File: src/rtl/zbuffer_sequencer.sv
// Serial read-compare-write controller for a single-port synchronous z-buffer RAM.
// It handles one pixel at a time, runs a full-buffer clear sweep and keeps saturating statistics.
module zbuffer_sequencer #(
  parameter int ADDR_WIDTH  = 8,
  parameter int DEPTH_WIDTH = 8,
  parameter int COLOR_WIDTH = 8,
  parameter int PIXEL_WIDTH = ADDR_WIDTH + DEPTH_WIDTH + COLOR_WIDTH,
  parameter int CNT_WIDTH   = 16,
  parameter logic [COLOR_WIDTH-1:0] CLEAR_COLOR = '0
) (
  input  logic                               clk,
  input  logic                               rst_n,
  input  logic                               send_z_buffer,
  input  logic [PIXEL_WIDTH-1:0]             pix_in,
  output logic                               rdy_z_buffer,
  input  logic                               clear_start,
  output logic                               clear_done,
  output logic [ADDR_WIDTH-1:0]              mem_addr,
  output logic                               mem_rd_en,
  input  logic [DEPTH_WIDTH+COLOR_WIDTH-1:0] mem_rd_data,
  output logic                               mem_wr_en,
  output logic [DEPTH_WIDTH+COLOR_WIDTH-1:0] mem_wr_data,
  output logic [CNT_WIDTH-1:0]               stat_written,
  output logic [CNT_WIDTH-1:0]               stat_rejected
);

  localparam int DATA_WIDTH = DEPTH_WIDTH + COLOR_WIDTH;

  typedef enum logic [2:0] {
    S_IDLE,
    S_RD,
    S_CMP,
    S_WR,
    S_CLEAR
  } state_t;

  state_t                  state_q;
  logic                    clear_pending_q;
  logic [ADDR_WIDTH-1:0]   clr_cnt_q;
  logic [ADDR_WIDTH-1:0]   pix_addr_q;
  logic [DEPTH_WIDTH-1:0]  pix_depth_q;
  logic [COLOR_WIDTH-1:0]  pix_color_q;
  logic [ADDR_WIDTH-1:0]   mem_addr_q;
  logic                    mem_rd_en_q;
  logic                    mem_wr_en_q;
  logic [DATA_WIDTH-1:0]   mem_wr_data_q;
  logic                    clear_done_q;
  logic [CNT_WIDTH-1:0]    written_q;
  logic [CNT_WIDTH-1:0]    rejected_q;

  logic                    xfer;
  logic                    depth_wins;
  logic [ADDR_WIDTH-1:0]   in_addr;
  logic [DEPTH_WIDTH-1:0]  in_depth;
  logic [COLOR_WIDTH-1:0]  in_color;
  logic [CNT_WIDTH-1:0]    written_d;
  logic [CNT_WIDTH-1:0]    rejected_d;

  assign in_addr  = pix_in[PIXEL_WIDTH-1 -: ADDR_WIDTH];
  assign in_depth = pix_in[DATA_WIDTH-1 -: DEPTH_WIDTH];
  assign in_color = pix_in[COLOR_WIDTH-1:0];

  assign rdy_z_buffer = (state_q == S_IDLE) && !clear_pending_q;
  assign xfer         = send_z_buffer && rdy_z_buffer;

  // Padding the latched depth with all-ones colour makes this a strict depth-only
  // compare against the full stored word: ties in depth can never win.
  assign depth_wins = {pix_depth_q, {COLOR_WIDTH{1'b1}}} < mem_rd_data;

  assign written_d  = (written_q  == '1) ? written_q  : written_q  + CNT_WIDTH'(1);
  assign rejected_d = (rejected_q == '1) ? rejected_q : rejected_q + CNT_WIDTH'(1);

  always_ff @(posedge clk) begin
    if (!rst_n) begin
      state_q         <= S_IDLE;
      clear_pending_q <= 1'b0;
      clr_cnt_q       <= '0;
      pix_addr_q      <= '0;
      pix_depth_q     <= '0;
      pix_color_q     <= '0;
      mem_addr_q      <= '0;
      mem_rd_en_q     <= 1'b0;
      mem_wr_en_q     <= 1'b0;
      mem_wr_data_q   <= '0;
      clear_done_q    <= 1'b0;
      written_q       <= '0;
      rejected_q      <= '0;
    end else begin
      // NOTE: strobes default low every cycle so each one is a single-cycle pulse
      // unless the branch below re-asserts it; address and data simply hold.
      mem_rd_en_q  <= 1'b0;
      mem_wr_en_q  <= 1'b0;
      clear_done_q <= 1'b0;

      if (clear_start && (state_q inside {S_RD, S_CMP, S_WR})) begin
        clear_pending_q <= 1'b1;
      end

      case (state_q)
        S_IDLE: begin
          if (xfer) begin
            pix_addr_q  <= in_addr;
            pix_depth_q <= in_depth;
            pix_color_q <= in_color;
            mem_addr_q  <= in_addr;
            mem_rd_en_q <= 1'b1;
            state_q     <= S_RD;
            if (clear_start) begin
              clear_pending_q <= 1'b1;
            end
          end else if (clear_pending_q || clear_start) begin
            clear_pending_q <= 1'b0;
            clr_cnt_q       <= '0;
            written_q       <= '0;
            rejected_q      <= '0;
            mem_addr_q      <= '0;
            mem_wr_en_q     <= 1'b1;
            mem_wr_data_q   <= {{DEPTH_WIDTH{1'b1}}, CLEAR_COLOR};
            state_q         <= S_CLEAR;
          end
        end

        S_RD: begin
          state_q <= S_CMP;
        end

        S_CMP: begin
          if (depth_wins) begin
            mem_addr_q    <= pix_addr_q;
            mem_wr_en_q   <= 1'b1;
            mem_wr_data_q <= {pix_depth_q, pix_color_q};
            state_q       <= S_WR;
          end else begin
            rejected_q <= rejected_d;
            state_q    <= S_IDLE;
          end
        end

        S_WR: begin
          written_q <= written_d;
          state_q   <= S_IDLE;
        end

        S_CLEAR: begin
          // The counter tracks the address being written in the current cycle.
          if (clr_cnt_q == '1) begin
            clear_done_q <= 1'b1;
            state_q      <= S_IDLE;
          end else begin
            clr_cnt_q   <= clr_cnt_q + ADDR_WIDTH'(1);
            mem_addr_q  <= clr_cnt_q + ADDR_WIDTH'(1);
            mem_wr_en_q <= 1'b1;
          end
        end

        default: begin
          state_q <= S_IDLE;
        end
      endcase
    end
  end

  assign mem_addr      = mem_addr_q;
  assign mem_rd_en     = mem_rd_en_q;
  assign mem_wr_en     = mem_wr_en_q;
  assign mem_wr_data   = mem_wr_data_q;
  assign clear_done    = clear_done_q;
  assign stat_written  = written_q;
  assign stat_rejected = rejected_q;

endmodule

File: config.mk
export PLATFORM = sky130hd
export DESIGN_NAME = zbuffer_sequencer
export DESIGN_NICKNAME = d
export VERILOG_FILES = /design/src/rtl/zbuffer_sequencer.sv
export SDC_FILE = /design/constraint.sdc
export NUM_CORES = 1
export LEC_CHECK = 0
export ABC_AREA = 1
export CAP_MARGIN = 10
export CORE_MARGIN = 5
export CORE_UTILIZATION = 57
export CTS_BUF_LIST = sky130_fd_sc_hd__clkbuf_8
export CTS_CLUSTER_DIAMETER = 120
export DETAILED_ROUTE_END_ITERATION = 16
export PLACE_DENSITY = 0.88
export RECOVER_POWER = 50
export SLEW_MARGIN = 15
export SYNTH_ARGS = -nofsm -noshare
export SYNTH_HDL_FRONTEND = slang
export SYNTH_SLANG_ARGS = --single-unit
File: constraint.sdc
create_clock -name clk -period 3.13 [get_ports clk]
set_input_delay 0.939 -clock clk [delete_from_list [all_inputs] [get_ports clk]]
set_output_delay 0.939 -clock clk [all_outputs]
set_load 0.03 [all_outputs]
==> results of run 1 <==
[routing by layer]
layer  part of all wire (%)  up-vias  track usage, %  routed length, um
met5                      0        -               0                  0
met4                    1.1        0            7.37                145
met3                    6.6       13            4.51                841
met2                     51      171            43.9               6410
met1                     42     2331            31.2               5300
li1                       -     2514               -                  -
[sequential cells by signal, indices dropped and copies added, names as in the netlist, 3 cells and up]
register and count:
pix_depth_q 8, pix_color_q 8, mem_addr 8, state_q 3, clr_cnt_q 8, mem_wr_data 16
stat_written 16, pix_addr_q 8, stat_rejected 16
[power by group]
group	switching, uW	leakage, uW	internal, uW
clock network	441	0.000101	371
logic	1270	0.00154	649
registers	187	0.000775	1450
total	1900	0.00241	2470
[path summary, 6_finish.rpt]
kind,depth (start not counted),slack (ns),to,start
worst max register to register,10,0.69,stat_written[9]$_SDFFE_PN0P_,stat_written[0]$_SDFFE_PN0P_
worst min register to register,2,0.47,pix_addr_q[1]$_SDFFE_PN0P_,pix_addr_q[1]$_SDFFE_PN0P_
worst min-delay path,2,0.47,pix_addr_q[1]$_SDFFE_PN0P_,pix_addr_q[1]$_SDFFE_PN0P_
worst max-delay path,4,0.33,rdy_z_buffer,state_q[2]$_SDFFE_PN0P_
[metrics by stage]
stage               instance area, sq um  worst slack, ns  hold slack, ns  cells  util, %
detailed placement                  5860            0.188           0.457    904     71.3
floorplan                           4810            0.829           0.441    717        -
CTS                                 6060            0.298           0.471    920     73.7
global route                        6020            0.133           0.498    920     73.3
finish                              6020            0.327           0.468    920     73.3
global placement                    5860            0.234           0.452    904     71.3
[synth_stat cells, types with 2 or more instances]
cell / count
sky130_fd_sc_hd__a21oi_1: 89
sky130_fd_sc_hd__and2_1: 2
sky130_fd_sc_hd__buf_1: 3
sky130_fd_sc_hd__buf_2: 3
sky130_fd_sc_hd__buf_4: 2
sky130_fd_sc_hd__buf_6: 2
sky130_fd_sc_hd__clkbuf_1: 15
sky130_fd_sc_hd__dfxtp_1: 95
sky130_fd_sc_hd__ha_1: 10
sky130_fd_sc_hd__inv_1: 44
sky130_fd_sc_hd__inv_2: 11
sky130_fd_sc_hd__nand2_1: 197
sky130_fd_sc_hd__nand2_2: 3
sky130_fd_sc_hd__nand2_4: 2
sky130_fd_sc_hd__nand3_1: 62
sky130_fd_sc_hd__nand3_2: 4
sky130_fd_sc_hd__nand4_1: 12
sky130_fd_sc_hd__nor2_1: 107
sky130_fd_sc_hd__nor2_2: 4
sky130_fd_sc_hd__nor3_1: 4
sky130_fd_sc_hd__o21ai_0: 17
sky130_fd_sc_hd__o21bai_1: 3
sky130_fd_sc_hd__or2_2: 5
sky130_fd_sc_hd__xnor2_1: 2
sky130_fd_sc_hd__xor2_1: 7
[critical path: stages (launching register included)]
cell and delay [ns]:
sky130_fd_sc_hd__dfxtp_1 0.36, sky130_fd_sc_hd__nor2_2 0.23, sky130_fd_sc_hd__nand2_1 0.13, sky130_fd_sc_hd__nor2_1 0.11, sky130_fd_sc_hd__clkdlybuf4s50_1 0.68
[final cells by class]
cell class              instances  area (sq um)  share of cell area [%]
inverters                      56           213                    3.53
repair buffers                107          1030                    17.1
well taps                     105           131                    2.18
flip-flops and latches         95          1900                    31.6
clock inverters                 7          72.6                    1.21
clock buffers                   9           124                    2.06
multi-input cells             541          2550                    42.3
[cells by family (layout without fill, tap and decap cells)]
| family | count (synthesis) | after routing |
|---|---|---|
| AND/OR/NAND/NOR | 407 | 407 |
| flip-flops | 95 | 95 |
| AO/OA/AOI/OAI | 115 | 115 |
| buffers and inverters | 81 | 179 |
| adder cells (fa/ha/maj) | 10 | 10 |
| XOR/XNOR | 9 | 9 |
==> flow_summary_export.csv, run 1 <==
group,metric,value,unit
synthesis,synth_enable_flop_cells,0,
synthesis,synth_simple_gate_area_share,36.8,%
setup_path,worstPathArrival,1.86,ns
place,detailedPlacementHpwl,9.23,mm
cts,clk-insertion-delay-late,0.36,ns
synthesis,synth_top_family_by_area,"simple AND/OR/NAND/NOR gates",
place,io_buffers,95,
global_routing,grt_first_pass_wirelength,21.2,mm
cts,cts.hold.buffers_added,0,
timing,worst_slew_margin_rel,43.2,%
floorplan,std_cell_rows,33,
floorplan,dieHeight,102,um
route,ant_nets,0,
timing,finalCriticalPeriod,2.80,ns
global_routing,grt_pass1_vias,4719,
timing,fin_clk_skew,0.0129,ns
route,wl_per_cell,13.8,um
setup_path,setup_cp_type,"reg2out",
cts,cts.repair_timing.setup_buffer_count,0,
timing,worstMarginPinSlew,0.853,ns
cts,clock_tree_from_tritoncts,"built",
layout,antenna-diode-count,0,
floorplan,dieWidth,102,um
route,via_density_per_instance,5.47,
synthesis,post_synth_xor_area_fraction,1.64,%
timing,setup-violations-final,0,
job,max_cap_violations,0,
layout,area_growth_syn_to_layout,25.2,%
cts,worst_setup_hold_path_clk_slew,0.09,ns
global_routing,grt_antenna_before_repair,0,
floorplan,ios,104,
floorplan,start_util,58.5,%
floorplan,core_region_area,8220,sq um
setup_path,critical_path.max_fanout,4,
layout,mostFrequentLayoutCell,"sky130_fd_sc_hd__nand2_1",
status,status,"complete, no violations",
cts,clock_path_buffers,2,
timing,fmax,0.357,GHz
global_routing,grt_overflow_total,0,
synthesis,synthTopCellsByArea,"sky130_fd_sc_hd__dfxtp_1 (40%), sky130_fd_sc_hd__nand2_1 (15%), sky130_fd_sc_hd__a21oi_1 (9.3%), sky130_fd_sc_hd__nor2_1 (8.4%), sky130_fd_sc_hd__nand3_1 (6.5%)",
route,num_vias,5029,
min_path,worstHoldPathType,"reg2reg",
layout,layout.cells.most_common_list,"sky130_fd_sc_hd__nand2_1 (199), sky130_fd_sc_hd__nor2_1 (107), sky130_fd_sc_hd__dfxtp_1 (95)",
setup_path,critPathRequiredTime,2.19,ns
layout,n_fill_cell,698,
route,drc_errors,0,
synthesis,synth_compound_area_share,12.5,%
timing,timing.final.crit_share,89.6,%
synthesis,synthDominantAreaCellType,"sky130_fd_sc_hd__dfxtp_1",
cts,cts_sinks,95,
power,ir_worst_vdd,0.458,mV
timing,setup_repair_after_global_routing_missed_its_margin,"false",
synthesis,yosys_warnings,0,
route,detail_route.first_pass.iterations,5,
synthesis,syn_avg_cell_area,6.71,sq um
synthesis,postSynthNetCount,771,
synthesis,ys_ff_latch,95,
synthesis,postSynth.topFlopCell,"sky130_fd_sc_hd__dfxtp_1",
global_routing,track_usage,24.9,%
route,drt_wl_total,12.7,mm
cts,postCtsResizedCells,0,
timing,slew_viol_final,0,
power,p_leak,0.00241,uW
synthesis,synth_async_sr_flop_share,0,%
floorplan,floorplan.die_area,10400,sq um
timing,hold_violations,0,
setup_path,critical_path.startpoint_type,"flop",
cts,clock_tree_root_driver_cell,"sky130_fd_sc_hd__clkbuf_8",
synthesis,yosys.area_share.adder,2.60,%
timing,fin_setup_tns,0,ns
setup_path,critical_path.endpoint_type,"output port",
layout,final_layout_size_suffix_gt1_share,6.26,%
global_routing,grt_start_max_net_pins,35,
synthesis,syn_area,4810,sq um
power,p_total,4370,uW
synthesis,synth_seq_area_share,39.5,%
layout,num-nets-final,864,
synthesis,synth.area.mux_share,0,%
cts,cts-buffers-inserted,9,
synthesis,post_synth_inst_count,717,
route,drt-initial-drc-count,228,
power,pwr_density_cell,726,nW/um^2
place,globalplace.congestion,0.882,
cts,h-tree-depth,3,
synthesis,synth.lib_cells_used.distinct,37,
synthesis,synth_largest_type_area_fraction,39.5,%
No activity file was read; power rests on OpenSTA's default activity.
==> run 2: changes to the inputs <==
Settings changed: CORE_ASPECT_RATIO set to 1.75, CTS_BUF_LIST sky130_fd_sc_hd__clkbuf_8 to sky130_fd_sc_hd__clkbuf_4 sky130_fd_sc_hd__clkbuf_8.
==> flow_summary_export.csv, run 2 (synthesis gave the netlist of run 1 again) <==
group,metric,value,unit
setup_path,critPathRequiredTime,3.34,ns
cts,worst_setup_hold_path_clk_slew,0.09,ns
timing,worstMarginPinSlew,0.915,ns
cts,clock_tree_from_tritoncts,"built",
place,globalplace.congestion,0.904,
setup_path,critical_path.startpoint_type,"input pin",
place,detailedPlacementHpwl,9.58,mm
power,seq_power_share,36.7,%
power,share_comb_of_total_power,42.9,%
setup_path,worstPathArrival,3.06,ns
setup_path,setup_cp_type,"in2reg",
cts,clock_path_buffers,2,
global_routing,track_usage,24.9,%
power,internal-power,2540,uW
layout,final_layout_size_suffix_gt1_share,6.40,%
timing,timing.hold.ws,0.469,ns
place,io_buffers,95,
place,dp_worst_setup_slack,0.0313,ns
global_routing,grt_pass1_vias,4808,
cts,h-tree-depth,3,
global_routing,grt_first_pass_wirelength,21.3,mm
layout,layout.cells.most_common_list,"sky130_fd_sc_hd__nand2_1 (198), sky130_fd_sc_hd__nor2_1 (107), sky130_fd_sc_hd__dfxtp_1 (95)",
route,drt-initial-drc-count,391,
cts,cts-buffers-inserted,9,
timing,slew_viol_final,0,
route,drt_wl_total,12.8,mm
route,num_vias,5077,
setup_path,cp_cell_sequence,"dlygate4sd3_1, nand4_1, clkbuf_1, nand3_2, nand2_1, inv_2, nand2_1, a21oi_1",
floorplan,floorplan.die_area,10400,sq um
layout,antenna-diode-count,0,
route,detail_route.wirelength.met1,4.75,mm
timing,fin_setup_tns,0,ns
setup_path,slowest_delay,0.57,ns
timing,fmax,0.351,GHz
global_routing,grt_overflow_total,0,
cts,cts.repair_timing.setup_buffer_count,0,
setup_path,timing.critical_path.slowest_stage_cell,"sky130_fd_sc_hd__dlygate4sd3_1",
power,p_switching,1910,uW
job,max_cap_violations,0,
cts,clock_tree_root_driver_cell,"sky130_fd_sc_hd__clkbuf_8",
route,routed-wl-met3,584,um
setup_path,critical_path.endpoint_type,"flop",
layout,n_fill_cell,686,
route,drc_errors,0,
route,detail_route.first_pass.iterations,5,
route,wl_per_cell,14.2,um
timing,fin_clk_skew,0.0124,ns
timing,setup-violations-final,0,
timing,finalCriticalPeriod,2.85,ns
power,p_sw_share,42.9,%
power,p_total,4450,uW
floorplan,std_cell_rows,44,
global_routing,grt_start_max_net_pins,38,
cts,cts_sinks,95,
floorplan,core_region_area,8260,sq um
route,dr.max_layer_used,"met4",
route,ant_nets,0,
cts,clk-insertion-delay-late,0.37,ns
setup_path,critical_path.max_fanout,10,
layout,num-nets-final,861,
floorplan,start_util,58.2,%
power,p_leak,0.00244,uW
route,via_density_per_instance,5.62,
route,dr_wl_met2,7.03,mm
power,pwr-share-clk,20.4,%
setup_path,crit_family,"buffers and inverters",
layout,area_growth_syn_to_layout,25.4,%
floorplan,dieWidth,79.4,um
floorplan,ios,104,
setup_path,worstPathBufferInverterCount,3,
timing,setup_repair_after_global_routing_missed_its_margin,"false",
cts,postCtsResizedCells,0,
timing,finalWorstSetupSlack,0.282,ns
timing,timing.final.crit_share,91.0,%
timing,worst_slew_margin_rel,38.9,%
power,pwr_density_cell,739,nW/um^2
layout,layout.core_utilization,73.0,%
global_routing,grt_antenna_before_repair,0,
timing,hold_violations,0,
layout,mostFrequentLayoutCell,"sky130_fd_sc_hd__nand2_1",
status,status,"complete, no violations",
min_path,worstHoldPathType,"reg2reg",
cts,cts.hold.buffers_added,0,
floorplan,dieHeight,132,um
setup_path,critical_path.most_common_cell,"sky130_fd_sc_hd__nand2_1",
power,ir_worst_vdd,0.661,mV
==> run 2: changes by cell type in the layout (fill, tap and decap cells not counted), sizes merged <==
cell,before,now
clkinvlp,1,2
clkinv,3,1
dlygate4sd3,28,33
bufinv,1,2
clkdlybuf4s50,67,62
buf,9,7
inv,58,57
==> run 2: layout make-up <==
type	instances	area [sq um]	area share, %
timing repair buffer	104	1020	17.0
multi-input combinational	541	2550	42.3
inverter	56	213	3.53
tap	92	115	1.91
clock inverter	6	92.6	1.54
sequential	95	1900	31.5
clock buffer	10	131	2.18
==> run 2: path summary, 6_finish.rpt <==
| path | from | to | slack [ns] | depth (start not counted) |
|---|---|---|---|---|
| min | pix_color_q[3]$_SDFFE_PN0P_ | pix_color_q[3]$_SDFFE_PN0P_ | 0.47 | 2 |
| max | send_z_buffer | clr_cnt_q[4]$_SDFFE_PN0P_ | 0.28 | 8 |
| max reg2reg | state_q[1]$_SDFFE_PN0P_ | clr_cnt_q[4]$_SDFFE_PN0P_ | 0.88 | 8 |
| min reg2reg | pix_color_q[3]$_SDFFE_PN0P_ | pix_color_q[3]$_SDFFE_PN0P_ | 0.47 | 2 |
==> run 2: routing by layer <==
| metal | vias to the layer above | GRT usage, % |
|---|---|---|
| li1 | 2509 | - |
| met1 | 2359 | 26.2 |
| met2 | 170 | 46.3 |
| met3 | 39 | 4.11 |
| met4 | 0 | 11.5 |
| met5 | - | 0 |
==> run 2: power groups by stage <==
stage / sequential (uW) / clock [uW] / combinational, uW
floorplan: 1900 / 0 / 1130
global placement: 1650 / 0 / 1920
detailed placement: 1660 / 0 / 1980
CTS: 1640 / 918 / 2000
global route: 1660 / 967 / 2080
finish: 1640 / 907 / 1910
==> run 2: worst min-delay path, delay by kind of cell (launching register included) <==
| kind | cells | cell delay, ns |
|---|---|---|
| flops | 1 | 0.32 |
| simple gates | 1 | 0.06 |
| compound gates | 1 | 0.05 |
==> run 2: metrics by stage <==
stage               instance area [sq um]  cells
finish                               6030    904
floorplan                            4810    717
CTS                                  6060    904
detailed placement                   5840    888
global route                         6030    904
global placement                     5840    888
==> run 3: changes to the inputs <==
==> constraint.sdc (replaced) <==
create_clock -name clk -period 3.13 [get_ports clk]
set_input_delay 0.313 -clock clk [delete_from_list [all_inputs] [get_ports clk]]
set_output_delay 0.313 -clock clk [all_outputs]
set_load 0.03 [all_outputs]
==> flow_summary_export.csv, run 3 (synthesis gave the netlist of run 1 again) <==
group,metric,value,unit
status,status,"complete, but fails checks",
status,failed_checks,"capacitance limit, slew limit",
route,detail_route.first_pass.iterations,5,
floorplan,core_region_area,8260,sq um
cts,cts.hold.buffers_added,0,
timing,fin_clk_skew,0.00991,ns
layout,layout.core_utilization,72.1,%
route,wl_per_cell,14.1,um
timing,finalCriticalPeriod,2.56,ns
layout,final_layout_size_suffix_gt1_share,6.44,%
setup_path,cp_cell_sequence,"nor2_1, nand4_1, buf_4, inv_2, nand2_1, and3_1, nand3_1, nand2_1, nor2_1",
setup_path,worstPathArrival,2.87,ns
timing,fin_setup_tns,0,ns
floorplan,dieHeight,132,um
setup_path,critical_path.max_fanout,21,
timing,fmax,0.391,GHz
layout,n_fill_cell,705,
place,detailedPlacementHpwl,9.39,mm
timing,hold_violations,0,
floorplan,std_cell_rows,44,
timing,setup_repair_after_global_routing_missed_its_margin,"false",
floorplan,start_util,58.2,%
global_routing,grt_start_max_net_pins,69,
floorplan,floorplan.die_area,10400,sq um
setup_path,timing.critical_path.slowest_stage_cell,"sky130_fd_sc_hd__nand4_1",
cts,h-tree-depth,3,
cts,cts_sinks,95,
place,globalplace.congestion,0.905,
global_routing,grt_first_pass_wirelength,20.8,mm
setup_path,slowest_delay,0.64,ns
layout,area_growth_syn_to_layout,23.8,%
place,io_buffers,95,
min_path,worstHoldPathType,"reg2reg",
place,placed_area,5800,sq um
setup_path,setup_cp_type,"reg2reg",
setup_path,worstPathBufferInverterCount,2,
timing,timing.final.crit_share,81.7,%
global_routing,grt_antenna_before_repair,0,
route,via_density_per_instance,5.50,
global_routing,grt_overflow_total,0,
layout,num-nets-final,858,
route,ant_nets,0,
global_routing,grt_pass1_vias,4750,
layout,finalInstanceArea,5960,sq um
cts,clk-insertion-delay-late,0.37,ns
layout,layout.cells.most_common_list,"sky130_fd_sc_hd__nand2_1 (197), sky130_fd_sc_hd__nor2_1 (108), sky130_fd_sc_hd__dfxtp_1 (95)",
route,drc_errors,0,
floorplan,ios,104,
timing,setup-violations-final,0,
place,dp_worst_setup_slack,0.547,ns
setup_path,crit_family,"simple AND/OR/NAND/NOR gates",
floorplan,dieWidth,79.4,um
setup_path,critical_path.startpoint_type,"flop",
layout,antenna-diode-count,0,
cts,worst_setup_hold_path_clk_slew,0.09,ns
route,drt-initial-drc-count,361,
global_routing,track_usage,24.5,%
layout,mostFrequentLayoutCell,"sky130_fd_sc_hd__nand2_1",
power,p_leak,0.00249,uW
setup_path,critical_path.endpoint_type,"flop",
timing,finalWorstSetupSlack,0.572,ns
power,pwr_density_cell,718,nW/um^2
cts,postCtsResizedCells,0,
timing,slew_viol_final,69,
cts,cts.repair_timing.setup_buffer_count,0,
cts,clock_path_buffers,2,
power,ir_worst_vdd,0.584,mV
cts,cts-buffers-inserted,9,
cts,clock_tree_root_driver_cell,"sky130_fd_sc_hd__clkbuf_8",
route,drt_wl_total,12.7,mm
setup_path,critPathRequiredTime,3.44,ns
timing,worst_slew_margin_rel,-42.7,%
cts,clock_tree_from_tritoncts,"built",
route,num_vias,4946,
job,max_cap_violations,1,
timing,worstMarginPinSlew,2.14,ns
-- run 3: changes by cell type in the layout (fill, tap and decap cells not counted), moves of 2 or more --
cell,before,now
sky130_fd_sc_hd__inv_1,47,45
sky130_fd_sc_hd__clkinv_2,0,2
sky130_fd_sc_hd__clkbuf_1,2,0
sky130_fd_sc_hd__dlygate4sd3_1,33,56
sky130_fd_sc_hd__inv_2,8,10
sky130_fd_sc_hd__bufinv_16,2,0
sky130_fd_sc_hd__clkdlybuf4s50_1,62,39
-- run 3: worst reg2reg max path, stage by stage (launching register included) --
cell                      delay [ns]
sky130_fd_sc_hd__dfxtp_1        0.35
sky130_fd_sc_hd__nor2_1         0.24
sky130_fd_sc_hd__nand4_1        0.64
sky130_fd_sc_hd__buf_4          0.47
sky130_fd_sc_hd__inv_2          0.28
sky130_fd_sc_hd__nand2_1        0.11
sky130_fd_sc_hd__and3_1         0.17
sky130_fd_sc_hd__nand3_1        0.08
sky130_fd_sc_hd__nand2_1        0.07
sky130_fd_sc_hd__nor2_1         0.08
-- run 3: through the flow --
step | instances | total power, uW | hold WS (ns)
finish | 900 | 4280 | 0.473
global route | 900 | 4550 | 0.476
CTS | 900 | 4360 | 0.473
detailed placement | 885 | 3630 | 0.461
global placement | 885 | 3570 | 0.450
floorplan | 717 | 3030 | 0.424
-- run 3: report_power, final --
part	total [uW]	switching (uW)	leakage (uW)	internal, uW
clock	740	434	0.0000881	306
sequential	1640	184	0.000775	1450
combinational	1900	1270	0.00163	627
total	4280	1890	0.00249	2390
-- run 3: layout make-up --
class                      instances  area [sq um]  share of cell area [%]
sequential                        95          1900                    31.9
multi-input combinational        541          2560                    42.9
inverter                          56           213                    3.57
clock buffer                      10           138                    2.31
clock inverter                     5          35.0                   0.588
tap                               92           115                    1.93
timing repair buffer             101           996                    16.7
-- run 3: worst paths after layout --
kind	startpoint	to	slack, ns	cells after the start
worst max-delay path	state_q[2]$_SDFFE_PN0P_	mem_addr[1]$_SDFFE_PN0P_	0.57	9
worst min-delay path	pix_color_q[7]$_SDFFE_PN0P_	mem_wr_data[7]$_SDFFE_PN0P_	0.47	2
worst max register to register	state_q[2]$_SDFFE_PN0P_	mem_addr[1]$_SDFFE_PN0P_	0.57	9
worst min register to register	pix_color_q[7]$_SDFFE_PN0P_	mem_wr_data[7]$_SDFFE_PN0P_	0.47	2
-- run 3: layer usage --
layer	wire (um)	track usage, %
met5	0	0
met4	344	11.7
met3	546	4.04
met2	7050	45.4
met1	4770	25.8
